`src/rtl/kf_in_service_tracker_if.sv`:
```
// Bus between the interrupt controller core and its in-service tracker.
// The master side issues acknowledge/EOI commands; the slave side (the tracker) reports ISR state.
interface kf_in_service_tracker_if #(
  parameter int unsigned NUM_LEVELS = 8,
  parameter int unsigned PTR_W      = $clog2(NUM_LEVELS)
);
  logic                  ack_valid;
  logic [PTR_W-1:0]      ack_level;
  logic                  auto_eoi;
  logic                  auto_rotate;
  logic                  eoi_valid;
  logic [2:0]            eoi_cmd;
  logic [PTR_W-1:0]      eoi_level;
  logic [NUM_LEVELS-1:0] special_mask;
  logic [NUM_LEVELS-1:0] in_service_register;
  logic [NUM_LEVELS-1:0] highest_level_in_service;
  logic [PTR_W-1:0]      priority_pointer;
  logic                  isr_empty;
  logic                  cmd_error;

  modport master (
    output ack_valid, ack_level, auto_eoi, auto_rotate,
    output eoi_valid, eoi_cmd, eoi_level, special_mask,
    input  in_service_register, highest_level_in_service, priority_pointer,
    input  isr_empty, cmd_error
  );

  modport slave (
    input  ack_valid, ack_level, auto_eoi, auto_rotate,
    input  eoi_valid, eoi_cmd, eoi_level, special_mask,
    output in_service_register, highest_level_in_service, priority_pointer,
    output isr_empty, cmd_error
  );
endinterface

```
`src/rtl/kf_in_service_tracker.sv`:
```
// In-service register tracker: sets ISR bits on acknowledge, clears them on EOI,
// owns the rotating-priority pointer and publishes the registered highest in-service level.
module kf_in_service_tracker #(
  parameter int unsigned NUM_LEVELS = 8,
  parameter int unsigned PTR_W      = $clog2(NUM_LEVELS)
) (
  input  logic                      clock,
  input  logic                      reset,
  kf_in_service_tracker_if.slave    bus
);

  logic [NUM_LEVELS-1:0] isr_q, isr_d;
  logic [NUM_LEVELS-1:0] hls_q, hls_d;
  logic [PTR_W-1:0]      ptr_q, ptr_d;
  logic                  empty_q, empty_d;
  logic                  err_q, err_d;

  logic                  ack_ok, eoi_ok;
  logic [NUM_LEVELS-1:0] ack_hot, sp_hot, ns_hot;
  logic [NUM_LEVELS-1:0] eoi_clr, ack_set;
  logic                  ptr_upd;
  logic [PTR_W-1:0]      ptr_val;

  // First set bit of v walking pointer+1, pointer+2, ... modulo NUM_LEVELS.
  function automatic logic [NUM_LEVELS-1:0] resolve(input logic [NUM_LEVELS-1:0] v,
                                                    input logic [PTR_W-1:0]      ptr);
    logic        found;
    int unsigned idx;
    resolve = '0;
    found   = 1'b0;
    for (int unsigned i = 0; i < NUM_LEVELS; i++) begin
      idx = 32'(ptr) + i + 1;
      if (idx >= NUM_LEVELS) idx = idx - NUM_LEVELS;
      if (!found && v[idx[PTR_W-1:0]]) begin
        resolve[idx[PTR_W-1:0]] = 1'b1;
        found                   = 1'b1;
      end
    end
  endfunction

  function automatic logic [PTR_W-1:0] encode(input logic [NUM_LEVELS-1:0] hot);
    encode = '0;
    for (int unsigned i = 0; i < NUM_LEVELS; i++) begin
      if (hot[i]) encode = PTR_W'(i);
    end
  endfunction

  always_comb begin
    ack_ok  = 32'(bus.ack_level) < NUM_LEVELS;
    eoi_ok  = 32'(bus.eoi_level) < NUM_LEVELS;
    ack_hot = NUM_LEVELS'(1) << bus.ack_level;
    sp_hot  = NUM_LEVELS'(1) << bus.eoi_level;
    ns_hot  = resolve(isr_q, ptr_q);
    eoi_clr = '0;
    ack_set = '0;
    ptr_upd = 1'b0;
    ptr_val = ptr_q;
    err_d   = 1'b0;

    if (bus.ack_valid) begin
      if (!ack_ok)            err_d   = 1'b1;
      else if (!bus.auto_eoi) ack_set = ack_hot;
    end

    if (bus.eoi_valid) begin
      case (bus.eoi_cmd)
        3'b001, 3'b101: begin
          if (ns_hot != '0) begin
            eoi_clr = ns_hot;
            if (bus.eoi_cmd[2]) begin
              ptr_upd = 1'b1;
              ptr_val = encode(ns_hot);
            end
          end
        end
        3'b011, 3'b111: begin
          if (!eoi_ok || (isr_q & sp_hot) == '0) begin
            err_d = 1'b1;
          end else begin
            eoi_clr = sp_hot;
            if (bus.eoi_cmd[2]) begin
              ptr_upd = 1'b1;
              ptr_val = bus.eoi_level;
            end
          end
        end
        3'b110: begin
          if (!eoi_ok) begin
            err_d = 1'b1;
          end else begin
            ptr_upd = 1'b1;
            ptr_val = bus.eoi_level;
          end
        end
        default: ;
      endcase
    end

    // Clear before set: an ack landing on the EOI target leaves the bit set.
    isr_d = (isr_q & ~eoi_clr) | ack_set;

    if (ptr_upd)
      ptr_d = ptr_val;
    else if (bus.ack_valid && ack_ok && bus.auto_eoi && bus.auto_rotate)
      ptr_d = bus.ack_level;
    else
      ptr_d = ptr_q;

    hls_d   = resolve(isr_d & ~bus.special_mask, ptr_d);
    empty_d = (isr_d == '0);
  end

  always_ff @(posedge clock or posedge reset) begin
    if (reset) begin
      isr_q   <= '0;
      hls_q   <= '0;
      ptr_q   <= PTR_W'(NUM_LEVELS - 1);
      empty_q <= 1'b1;
      err_q   <= 1'b0;
    end else begin
      isr_q   <= isr_d;
      hls_q   <= hls_d;
      ptr_q   <= ptr_d;
      empty_q <= empty_d;
      err_q   <= err_d;
    end
  end

  assign bus.in_service_register      = isr_q;
  assign bus.highest_level_in_service = hls_q;
  assign bus.priority_pointer         = ptr_q;
  assign bus.isr_empty                = empty_q;
  assign bus.cmd_error                = err_q;

endmodule

```
`src/flat_wrapper.sv`:
```
// flat-port wrapper written by rule: the top's interface ports become plain ports
module kf_in_service_tracker_flat 
#(
  parameter int unsigned NUM_LEVELS = 8,
  parameter int unsigned PTR_W      = $clog2(NUM_LEVELS)
)
  (clock, reset, bus_ack_valid, bus_ack_level, bus_auto_eoi, bus_auto_rotate, bus_eoi_valid, bus_eoi_cmd, bus_eoi_level, bus_special_mask, bus_in_service_register, bus_highest_level_in_service, bus_priority_pointer, bus_isr_empty, bus_cmd_error);
  kf_in_service_tracker_if #(.NUM_LEVELS(NUM_LEVELS), .PTR_W(PTR_W)) bus_i ();
  input  logic clock;
  input  logic reset;
  input wire logic [$bits(bus_i.ack_valid)-1:0] bus_ack_valid;
  input wire logic [$bits(bus_i.ack_level)-1:0] bus_ack_level;
  input wire logic [$bits(bus_i.auto_eoi)-1:0] bus_auto_eoi;
  input wire logic [$bits(bus_i.auto_rotate)-1:0] bus_auto_rotate;
  input wire logic [$bits(bus_i.eoi_valid)-1:0] bus_eoi_valid;
  input wire logic [$bits(bus_i.eoi_cmd)-1:0] bus_eoi_cmd;
  input wire logic [$bits(bus_i.eoi_level)-1:0] bus_eoi_level;
  input wire logic [$bits(bus_i.special_mask)-1:0] bus_special_mask;
  output wire logic [$bits(bus_i.in_service_register)-1:0] bus_in_service_register;
  output wire logic [$bits(bus_i.highest_level_in_service)-1:0] bus_highest_level_in_service;
  output wire logic [$bits(bus_i.priority_pointer)-1:0] bus_priority_pointer;
  output wire logic [$bits(bus_i.isr_empty)-1:0] bus_isr_empty;
  output wire logic [$bits(bus_i.cmd_error)-1:0] bus_cmd_error;
  assign bus_i.ack_valid = bus_ack_valid;
  assign bus_i.ack_level = bus_ack_level;
  assign bus_i.auto_eoi = bus_auto_eoi;
  assign bus_i.auto_rotate = bus_auto_rotate;
  assign bus_i.eoi_valid = bus_eoi_valid;
  assign bus_i.eoi_cmd = bus_eoi_cmd;
  assign bus_i.eoi_level = bus_eoi_level;
  assign bus_i.special_mask = bus_special_mask;
  assign bus_in_service_register = bus_i.in_service_register;
  assign bus_highest_level_in_service = bus_i.highest_level_in_service;
  assign bus_priority_pointer = bus_i.priority_pointer;
  assign bus_isr_empty = bus_i.isr_empty;
  assign bus_cmd_error = bus_i.cmd_error;
  kf_in_service_tracker #(.NUM_LEVELS(NUM_LEVELS), .PTR_W(PTR_W)) u_core (.clock(clock), .reset(reset), .bus(bus_i));
endmodule
```
`config.mk`:
```
export PLATFORM = sky130hd
export DESIGN_NAME = kf_in_service_tracker_flat
export DESIGN_NICKNAME = d
export VERILOG_FILES = /design/src/rtl/kf_in_service_tracker_if.sv /design/src/rtl/kf_in_service_tracker.sv /design/src/flat_wrapper.sv
export SDC_FILE = /design/constraint.sdc
export NUM_CORES = 1
export LEC_CHECK = 0
export BUFFER_PORTS_ARGS = -buffer_cell sky130_fd_sc_hd__buf_2
export CORE_ASPECT_RATIO = 0.6
export CORE_UTILIZATION = 30
export DETAILED_ROUTE_END_ITERATION = 10
export GPL_TIMING_DRIVEN = 1
export PLACE_DENSITY = 0.51
export SLEW_MARGIN = 10
export SYNTH_ARGS = -nofsm -noshare
export SYNTH_HDL_FRONTEND = slang
export SYNTH_SLANG_ARGS = --single-unit
```
`constraint.sdc`:
```
create_clock -name clock -period 18.43 [get_ports clock]
set_input_delay 4.6075 -clock clock [delete_from_list [all_inputs] [get_ports clock]]
set_output_delay 4.6075 -clock clock [all_outputs]
set_load 0.01 [all_outputs]
```
Word level (Yosys, flattened, before mapping)

Cells that the tools add are included.

Magnitude comparators: 48
Add/subtract/negate cells: 44
$mul: 0
Bitwise logic cells: 20
Shifts and indexed selects: 2
Multiplexer cells: 139
Reductions and logical operators: 51
Div/mod/pow operators: 0
Eq/ne operators: 5

Operators with widths:

| cell                                                                         | count |
|---|---|
| 32-bit by 4-bit >= comparator with 1-bit output, second input constant       | 14 |
| 8-bit two-way mux                                                            | 21 |
| 8-bit bitwise OR                                                             | 15 |
| 3-bit two-way mux                                                            | 27 |
| 4-bit by 1-bit adder with 5-bit output, second input constant                | 14 |
| 3-bit by 4-bit less-than comparator with 1-bit output, second input constant | 16 |
| 1-bit two-way mux                                                            | 54 |
| 1-bit binary-select mux with 3-bit select                                    | 16 |
| 1-bit demux with 3-bit select                                                | 16 |
| 3-bit by 1-bit >= comparator with 1-bit output, second input constant        | 16 |
| 3-bit by 1-bit subtractor with 3-bit output, second input constant           | 16 |
| 3-bit by 3-bit adder with 4-bit output, second input constant                | 8 |
| 1-bit logical AND                                                            | 32 |
| 8-bit AND                                                                    | 3 |
| 3-bit by 2-bit adder with 4-bit output, second input constant                | 4 |
| 8-bit zero test                                                              | 2 |
| 8-bit NOT                                                                    | 2 |
| 8-bit case mux with 2 select lines                                           | 1 |
| 1-bit by 3-bit left shift with 8-bit output, first input constant            | 2 |
| 1-bit zero test                                                              | 14 |
| 3-bit == test, second input constant                                         | 3 |
| 3-bit case mux with 3 select lines                                           | 1 |
| 3-bit by 1-bit adder with 4-bit output, second input constant                | 2 |
| 4-bit >= comparator, second input constant                                   | 2 |
| 6 further kinds                                                              | 8 |

Bits in writable memories: 0
Input port bits: 23
Bits in latches: 0
Bits in read-only memories: 0
Word-level logic and storage cells: 314
Flip-flop bits (word level): 21
Memories kept: 0

Logic depth before layout (Yosys ltp)

Gate-level depths: netlist (run 1).

Word-level depth: 66
Mapped depth: 31
Gate-level depth less buffers: 24

Least setup slack after synthesis (run 1)

OpenSTA, ideal clock, no wires.

Path type: input -> register
From: input bus_eoi_level[2]
To: register u_core.hls_q[1], in the netlist u_core.bus.highest_level_in_service[1]
Setup time: 71 ps
Stages on the path: 23
Data required time: 18359 ps
Buffers on the path: 6
Setup slack: 8720 ps
Data arrival time: 9639 ps
Cells stage by stage: buf_1 > or3b_2 > a21o_1 > o2111a_1 > a21o_1 > a32o_1 > nand3b_1 > o32ai_1 > o41ai_1 > mux2i_4 > buf_2 > clkbuf_1 > ha_1 > clkbuf_1 > mux4_2 > or3b_1 > buf_4 > nand4_2 > or2_1 > buf_2 > or4_1 > a31o_1 > nand4_1

Word-level cells in the longest chain between the ends: 34

RTL lines:

| element                                                                                  | RTL line                     | text |
|---|---|---|
| from (decl)                                                                              | flat_wrapper.sv:17           | `input wire logic [$bits(bus_i.eoi_level)-1:0] bus_eoi_level;` |
| branches (longest 33 deep; another with 32-bit by 4-bit >= comparator with 1-bit output) | -                            |  |
| 8-bit two-way mux (*)                                                                    | kf_in_service_tracker.sv:34  | `if (!found && v[idx[PTR_W-1:0]]) begin` |
| via u_core.hls_d[1]                                                                      | kf_in_service_tracker.sv:13  | `logic [NUM_LEVELS-1:0] hls_q, hls_d;` |
| to (signal assigned)                                                                     | kf_in_service_tracker.sv:122 | `hls_q <= hls_d;` |
| to (decl)                                                                                | kf_in_service_tracker.sv:13  |  |

Mark *: on every way through the listed nets, which the timed path passes. The select of a mux whose other input is x is not followed.

Worst setup path after layout (run 1)

From: input bus_eoi_level[1]
To: register u_core.hls_q[1], in the netlist u_core.bus.highest_level_in_service[1]

Word-level cells in the longest chain between the ends: 34

RTL lines:

| element                                                                                         | RTL line                     | text |
|---|---|---|
| 1-bit by 3-bit left shift with 8-bit output                                                     | kf_in_service_tracker.sv:52  | `sp_hot = NUM_LEVELS'(1) << bus.eoi_level;` |
| 8-bit AND                                                                                       | kf_in_service_tracker.sv:77  | `if (!eoi_ok \|\| (isr_q & sp_hot) == '0) begin` |
| 8-bit zero test                                                                                 | kf_in_service_tracker.sv:77  |  |
| 3-bit two-way mux / 1-bit two-way mux (equally long branches)                                   | kf_in_service_tracker.sv:77  |  |
| 3-bit case mux with 3 select lines / 1-bit case mux with 3 select lines (equally long branches) | kf_in_service_tracker.sv:66  | `case (bus.eoi_cmd)` |
| 3-bit two-way mux / 1-bit two-way mux (equally long branches)                                   | kf_in_service_tracker.sv:65  | `if (bus.eoi_valid) begin` |
| 3-bit two-way mux (*)                                                                           | kf_in_service_tracker.sv:102 | `if (ptr_upd)` |
| via u_core.ptr_d[1]                                                                             | kf_in_service_tracker.sv:14  | `logic [PTR_W-1:0] ptr_q, ptr_d;` |
| branches (longest 26 deep; another with 32-bit by 4-bit >= comparator with 1-bit output)        | -                            |  |
| 8-bit two-way mux (*)                                                                           | kf_in_service_tracker.sv:34  |  |
| via u_core.hls_d[1]                                                                             | kf_in_service_tracker.sv:13  |  |

Marked as above.

==> results.env, run 1 <==
WORSTPATHCELLLIST='buf_2 > or3b_2 > a21o_1 > o2111a_1 > a211oi_1 > o21a_1 > o41a_4 > o21ai_0 > o22ai_1 > inv_1 > ha_1 > inv_1 > mux2i_1 > mux2i_1 > o2bb2ai_1 > nand4_2 > or2_1 > or4_1 > a31o_1 > nand4_1'
GP_WEIGHTED_CONGESTION=0.998
SETUP_TNS_NS=0
FIRST_GLOBAL_VIAS=4619
START_UTIL_PCT=30.9
NUM_CLOCK_SINKS=21
POSTSYNTHREGISTERBITS=21
ANTENNA_FOUND_INITIAL=2
DRIVE_GT1_SHARE_PCT=19.7
NUM_IO_PINS=44
YOSYSSEQAREASHARE_PCT=11.8
DPL_CELL_AREA_UM2=4800
ANTENNA_CELLS=0
FINALCRITPERIODSHARE_PCT=58.3
SYNTH.DISTINCT_CELLS=86
CRIT_REQUIRED_NS=18.61
WORST-ENDPOINT-ARRIVAL_NS=10.92
ROW_COUNT=34
VIAS=5202
PLACEMENT.IO_BUFFERS=43
REPORT.FINAL.SETUP_VIOL=0
DETAILEDPLACEMENTHPWL_UM=13800
RSZ0062_AT_GRT='false'
DRT_ITER0_MARKERS=751
CTS-RESIZED-GATES=0
YOSYS_MOST_USED_DFF='dfrtp_1'
CLOCKROOTBUFFER='clkbuf_16'
TIMING.CRITICAL_PATH.FANOUT_MAX=20
VIASPERCELL=6.49
SYNTH_FP_NETS=634
SYNTHESIS.YOSYS.WARNINGS=0
POST_SYNTH_EDFFS=0
MAX-SLEW-MARGIN-REL_PCT=25.7
ENDPOINT_KIND='flip-flop'
SYNTH_TOP_AREA_SHARE_PCT=9.43
FINALWIRELENGTH_UM=18200
GRT_UTIL_ALL_LAYERS_PCT=23.1
GRT_MAX_DEGREE=40
POST_DRT_WL_PER_CELL_UM=22.6
HOLDBUFCOUNTCTS=0
CTS_BUFFER_DEPTH=2
DOMINANT_CELLS_BY_AREA_AFTER_SYNTHESIS='dfrtp_1 9.4%, mux4_2 7.0%, mux2i_1 6.9%, mux2_2 4.7%, nand2_1 4.7%'
WORSTSKEWPAIRLATENCY_NS=0.26
FILL_CELLS=1556
FIRST_PASS_ITERS=5
ASYNC_FLOP_SHARE_PCT=100
FIN_NETS=642
DESIGN.CORE.AREA_UM2=14600
DRT_DRC_VIOLATIONS_LEFT=0
WORST-SETUP-PATH-TYPE='in -> reg'
SYNTHESIS.AREA_UM2=4510
SYNTH.AVG_CELL_AREA_UM2=7.56
SETUP.WORST_PATH.START_CLASS='input port'
NUMBER_OF_INSTANCES_IN_THE_SYNTHESIZED_NETLIST=597
CTS_BUFFERS=3
FMAXACHIEVABLE_MHz=93.1
CTS_HTREE_LEVELS=1
TIGHTEST_SLEW_NS=1.11
CHIPWIDTH_UM=160
FINAL_PERIOD_MINUS_WORST_SETUP_SLACK_NS=10.74
DIE_H_UM=97.0
MAX_CAP_VIOLATIONS=0
DIE_AREA_UM2=15500
AREA_GROWTH_PCT=8.21
DETAIL-ROUTE-ANTENNA-NETS=0
POST_CTS_BUFFERS=0
TIMING_MAX_TRANSITION_VIOLATIONS_FINAL=0
OUTCOME='finished clean'
TIMING_HOLD_VIOLATIONS_FINAL=0
CLK_PIN_SLEW_NS=0.06
SLOWEST_DELAY_NS=0.84
CPMAXSTAGEDELAYCELL='ha_1'
POST-ROUTE-CELL-AREA_UM2=4880
YOSYS.AREA.TOP_TYPE='dfrtp_1'
TRITONCTS_CLOCK_TREE='built'
GLOBALROUTE.TOTALOVERFLOW=0
HOLD_CLASS='reg -> reg'
GRT_PASS1_WL_UM=28200
CLOCK_SKEW_NS=0.00771
==> through the flow <==
step	util (%)	std cells	setup slack [ns]	hold slack [ns]
finish	33.5	802	7.69	1.12
global route	33.5	802	7.25	1.19
CTS	33.5	802	7.83	1.11
detailed placement	32.9	798	7.59	1.10
global placement	32.9	798	7.82	1.12
floorplan	-	597	8.72	0.854
==> cell usage after synthesis (5+ instances only) <==
| cell | count |
|---|---|
| buf_2 | 8 |
| nor4_1 | 5 |
| a32oi_1 | 6 |
| o211ai_1 | 8 |
| nand2b_1 | 7 |
| nand4_1 | 22 |
| mux4_2 | 14 |
| and2_1 | 7 |
| mux2i_1 | 31 |
| nor3_1 | 19 |
| and3_1 | 6 |
| nand2_1 | 56 |
| o32ai_1 | 5 |
| o22ai_1 | 7 |
| a22oi_1 | 6 |
| nand3_1 | 30 |
| nand3b_1 | 6 |
| nor2b_1 | 24 |
| or3b_2 | 6 |
| clkbuf_1 | 29 |
| ha_1 | 14 |
| a211oi_1 | 5 |
| mux2_2 | 19 |
| o31ai_1 | 8 |
| inv_1 | 19 |
| o21ai_0 | 28 |
| a21oi_1 | 31 |
| dfrtp_1 | 17 |
| nor2_1 | 45 |
==> layout by cell type, fill, tap and decap left out, drive strengths merged, types with 7 or more instances in the layout <==
cell type	count
nand2b	7
inv	22
ha	14
nor2b	24
a21oi	31
buf	49
nor2	46
dfrtp	17
mux4	14
o22ai	7
and2	7
nand3	30
nand4	23
mux2i	32
o31ai	8
mux2	20
nand2	56
or3b	7
nor3	20
o211ai	8
o21ai	28
==> cells by family (layout without fill, tap and decap cells) <==
| group | after synthesis | after routing | share of synthesized area (%) |
|---|---|---|---|
| AOI/OAI and AO/OA | 164 | 164 | 26.5 |
| xor gates and xnor gates | 5 | 5 | 1.30 |
| adders and majority gates | 14 | 14 | 3.88 |
| and+or+nand+nor | 259 | 259 | 30.4 |
| DFF | 21 | 21 | 11.8 |
| buffers and inverters | 68 | 75 | 6.77 |
| muxes | 66 | 66 | 19.4 |
==> worst paths after layout <==
check	startpoint	end	slack, ns	depth (start not counted)
setup / recovery	bus_eoi_level[1]	u_core.bus.highest_level_in_service[1]	7.69	20
hold / removal	u_core.bus.in_service_register[5]	u_core.bus.in_service_register[5]	1.12	2
setup reg to reg	u_core.bus.priority_pointer[0]	u_core.bus.highest_level_in_service[1]	8.79	23
hold reg to reg	u_core.bus.in_service_register[5]	u_core.bus.in_service_register[5]	1.12	2
max in group asynchronous	reset	u_core.bus.highest_level_in_service[5]	13.43	2
min in group asynchronous	reset	u_core.bus.highest_level_in_service[4]	4.50	2
==> state kept, by name, summed over array words and instances, names as in the netlist <==
signal	cells
u_core.bus.in_service_register	8
u_core.bus.cmd_error	1
u_core.bus.highest_level_in_service	8
u_core.bus.priority_pointer	3
u_core.bus.isr_empty	1
==> critical path: cells and delay by family <==
kind	cells	cell delay (ns)
AND/OR/NAND/NOR	5	1.53
buffers and inverters	3	0.86
adder cells (fa/ha/maj)	1	0.84
multiplexers	2	0.43
AO/OA/AOI/OAI	9	2.63
==> metal layers <==
metal	global-route usage (%)	wire, µm	vias up
li1	-	-	2315
met1	38.9	8920	2500
met2	27.7	6320	375
met3	7.03	2820	12
met4	2.20	97	0
met5	0	0	-
==> final cells by class <==
class	instances	area [µm²]	share of cell area [%]
clock inverter	1	7.51	0.154
sequential	21	531	10.9
timing repair buffer	49	260	5.33
multi-input combinational	508	3670	75.3
tap	198	248	5.08
clock buffer	3	75.1	1.54
inverter	22	85.1	1.74
Power of run 1 is not shown: default switching activity piles up to over one toggle a cycle in this logic, so the estimate is an artifact.
==> inputs of run 2 (changes only) <==
ABC_AREA = 1   (was not set)
PLACE_DENSITY = 0.53   (was 0.51)
clock period = 9.3 ns   (was 18.43 ns; I/O delays follow)
==> results.env, run 2 <==
OUTCOME='finished clean'
YOSYSMOSTFREQUENTCELL='nand2_1'
CTS_BUFFER_DEPTH=2
GRT_PASS1_WL_UM=23700
CP-STARTPOINT='u_core.bus.priority_pointer[0]'
WORST_HOLD_STARTPOINT='u_core.bus.in_service_register[0]'
CLOCK_SKEW_NS=0.00361
HOLD_CLASS='reg -> reg'
TIMING_HOLD_VIOLATIONS_FINAL=0
WORST-SETUP-PATH-TYPE='reg -> reg'
FMAXACHIEVABLE_MHz=149
GLOBALROUTE.TOTALOVERFLOW=0
DETAIL-ROUTE-ANTENNA-NETS=0
VIAS=4952
ASYNC_FLOP_SHARE_PCT=100
SETUP.WORST_PATH.START_CLASS='flip-flop'
NUM_IO_PINS=44
SYNTH_TOP_AREA_SHARE_PCT=17.7
DIE_AREA_UM2=14200
CHIPWIDTH_UM=153
POST-ROUTE-WORST-SETUP-SLACK_NS=2.58
TIMING.CRITICAL_PATH.FANOUT_MAX=24
MOST-COMMON-LAYOUT-CELLS='194 x nand2_1, 113 x nor2_1, 93 x nand3_1'
HOLDBUFCOUNTCTS=0
CLK_PIN_SLEW_NS=0.06
YOSYSSEQAREASHARE_PCT=12.9
PLACEMENT.IO_BUFFERS=43
DOMINANT_CELLS_BY_AREA_AFTER_SYNTHESIS='nand2_1 18%, nand3_1 11%, dfrtp_1 10%, nor2_1 10%, nand4_1 7.7%'
SYNTH_FP_NETS=766
MAX_CAP_VIOLATIONS=0
ANTENNA_CELLS=0
CTS_HTREE_LEVELS=1
WORSTREG2REGSTART='u_core.bus.priority_pointer[0]'
GRT_MAX_DEGREE=25
MAX-SLEW-MARGIN-REL_PCT=44.7
SYNTHESIS.YOSYS.WARNINGS=0
AREA_GROWTH_PCT=10.2
DIE_H_UM=92.8
VIASPERCELL=5.30
PRE_CTS_WS_NS=2.75
GP_WEIGHTED_CONGESTION=0.944
DRT_DRC_VIOLATIONS_LEFT=0
REPORT.FINAL.SETUP_VIOL=0
WORST-ENDPOINT-ARRIVAL_NS=6.92
WORSTSKEWPAIRLATENCY_NS=0.27
YOSYS_MOST_USED_DFF='dfrtp_1'
DESIGN.CORE.AREA_UM2=13100
DPL_CELL_AREA_UM2=4460
CTS_BUFFERS=3
FINALCRITPERIODSHARE_PCT=72.3
LAYOUT_COMMONEST_CELL='nand2_1'
FIRST_PASS_ITERS=5
SYNTHESIS.AREA_UM2=4120
CP_COMMON_CELL='nand2_1'
YOSYS.AREA.TOP_TYPE='nand2_1'
SYNTH.DISTINCT_CELLS=43
START_UTIL_PCT=31.4
RSZ0062_AT_GRT='false'
DETAILEDPLACEMENTHPWL_UM=12300
FILL_CELLS=1475
FINAL_PERIOD_MINUS_WORST_SETUP_SLACK_NS=6.72
SYNTH.AVG_CELL_AREA_UM2=5.65
LIST_OF_MOST_FREQUENT_POST_SYNTHESIS_CELLS='194 x nand2_1, 113 x nor2_1, 93 x nand3_1'
CPMAXSTAGEDELAYCELL='dfstp_2'
POST_DRT_WL_PER_CELL_UM=16.0
TIMING_MAX_TRANSITION_VIOLATIONS_FINAL=0
SETUP_TNS_NS=0
TRITONCTS_CLOCK_TREE='built'
POST-ROUTE-CELL-AREA_UM2=4540
POST_CTS_BUFFERS=0
CRIT_REQUIRED_NS=9.50
NUM_CLOCK_SINKS=21
ANTENNA_FOUND_INITIAL=0
DRIVE_GT1_SHARE_PCT=16.0
ROW_COUNT=32
CTS-RESIZED-GATES=0
ENDPOINT_KIND='flip-flop'
CLOCKROOTBUFFER='clkbuf_16'
FIRST_GLOBAL_VIAS=4199
NUMBER_OF_INSTANCES_IN_THE_SYNTHESIZED_NETLIST=729
FIN_NETS=802
DRT_ITER0_MARKERS=554
POSTSYNTHREGISTERBITS=21
SLOWEST_DELAY_NS=0.77
TIGHTEST_SLEW_NS=0.828
FINALWIRELENGTH_UM=15000
POST_SYNTH_EDFFS=0
GRT_UTIL_ALL_LAYERS_PCT=21.3
==> run 2: cell types whose count changed in the layout (fill, tap and decap cells not counted), moves of 14 or more <==
cell and delta:
nor2_1 +68, mux2_2 -19, mux2i_1 -31, inv_1 +65, nand3_1 +63, mux4_2 -14
nor2b_1 -24, nand2_2 +22, a21oi_1 -24, nand4_1 +29, nand2_1 +138
==> run 2: worst paths after layout <==
kind / to / cells past startpoint / slack [ns]
hold / removal: u_core.bus.in_service_register[0] / 2 / 0.70
max in group asynchronous: u_core.bus.in_service_register[0] / 2 / 6.57
setup / recovery: u_core.bus.highest_level_in_service[2] / 35 / 2.58
hold reg to reg: u_core.bus.in_service_register[0] / 2 / 0.70
setup reg to reg: u_core.bus.highest_level_in_service[2] / 35 / 2.58
min in group asynchronous: u_core.bus.highest_level_in_service[3] / 2 / 2.21
==> run 2: stage by stage <==
stage | std cells | hold WS (ns) | util, %
floorplan | 729 | 0.597 | -
global placement | 930 | 0.698 | 34.0
detailed placement | 930 | 0.678 | 34.0
CTS | 934 | 0.694 | 34.6
global route | 934 | 0.715 | 34.6
finish | 934 | 0.698 | 34.6
==> run 2: area by class of cell <==
type	instances	area (µm²)	share of cell area [%]
multi-input cells	598	3130	68.8
flip-flops and latches	21	531	11.7
inverters	97	369	8.13
repair buffers	44	223	4.90
well taps	170	213	4.68
clock buffers	3	75.1	1.65
clock inverters	1	5.00	0.110
==> run 2: metal layers <==
layer  GRT usage, %  up-vias  routed length, µm
met3           5.57        6               1510
met5              0        -                  0
met2           25.0      226               4860
met4           1.60        0                 48
met1           36.4     2244               8570
li1               -     2476                  -
==> run 2: logic make-up (layout without fill, tap and decap cells) <==
| family | Yosys count | count (layout) | share of synthesized area [%] |
|---|---|---|---|
| compound gates | 52 | 52 | 7.68 |
| xor+xnor | 3 | 3 | 1.00 |
| fa+ha+maj | 14 | 14 | 4.25 |
| buf+inv | 110 | 145 | 11.3 |
| flops | 21 | 21 | 12.9 |
| simple gates | 529 | 529 | 62.9 |
==> run 2: worst max-delay path: cells and delay by family (launching register included) <==
kind,cells,cell delay (ns)
AO/OA/AOI/OAI,1,0.22
adder cells (fa/ha/maj),2,0.98
buffers and inverters,4,0.69
flip-flops,1,0.77
AND/OR/NAND/NOR,28,3.95
Power of run 2 is left out for the same reason.
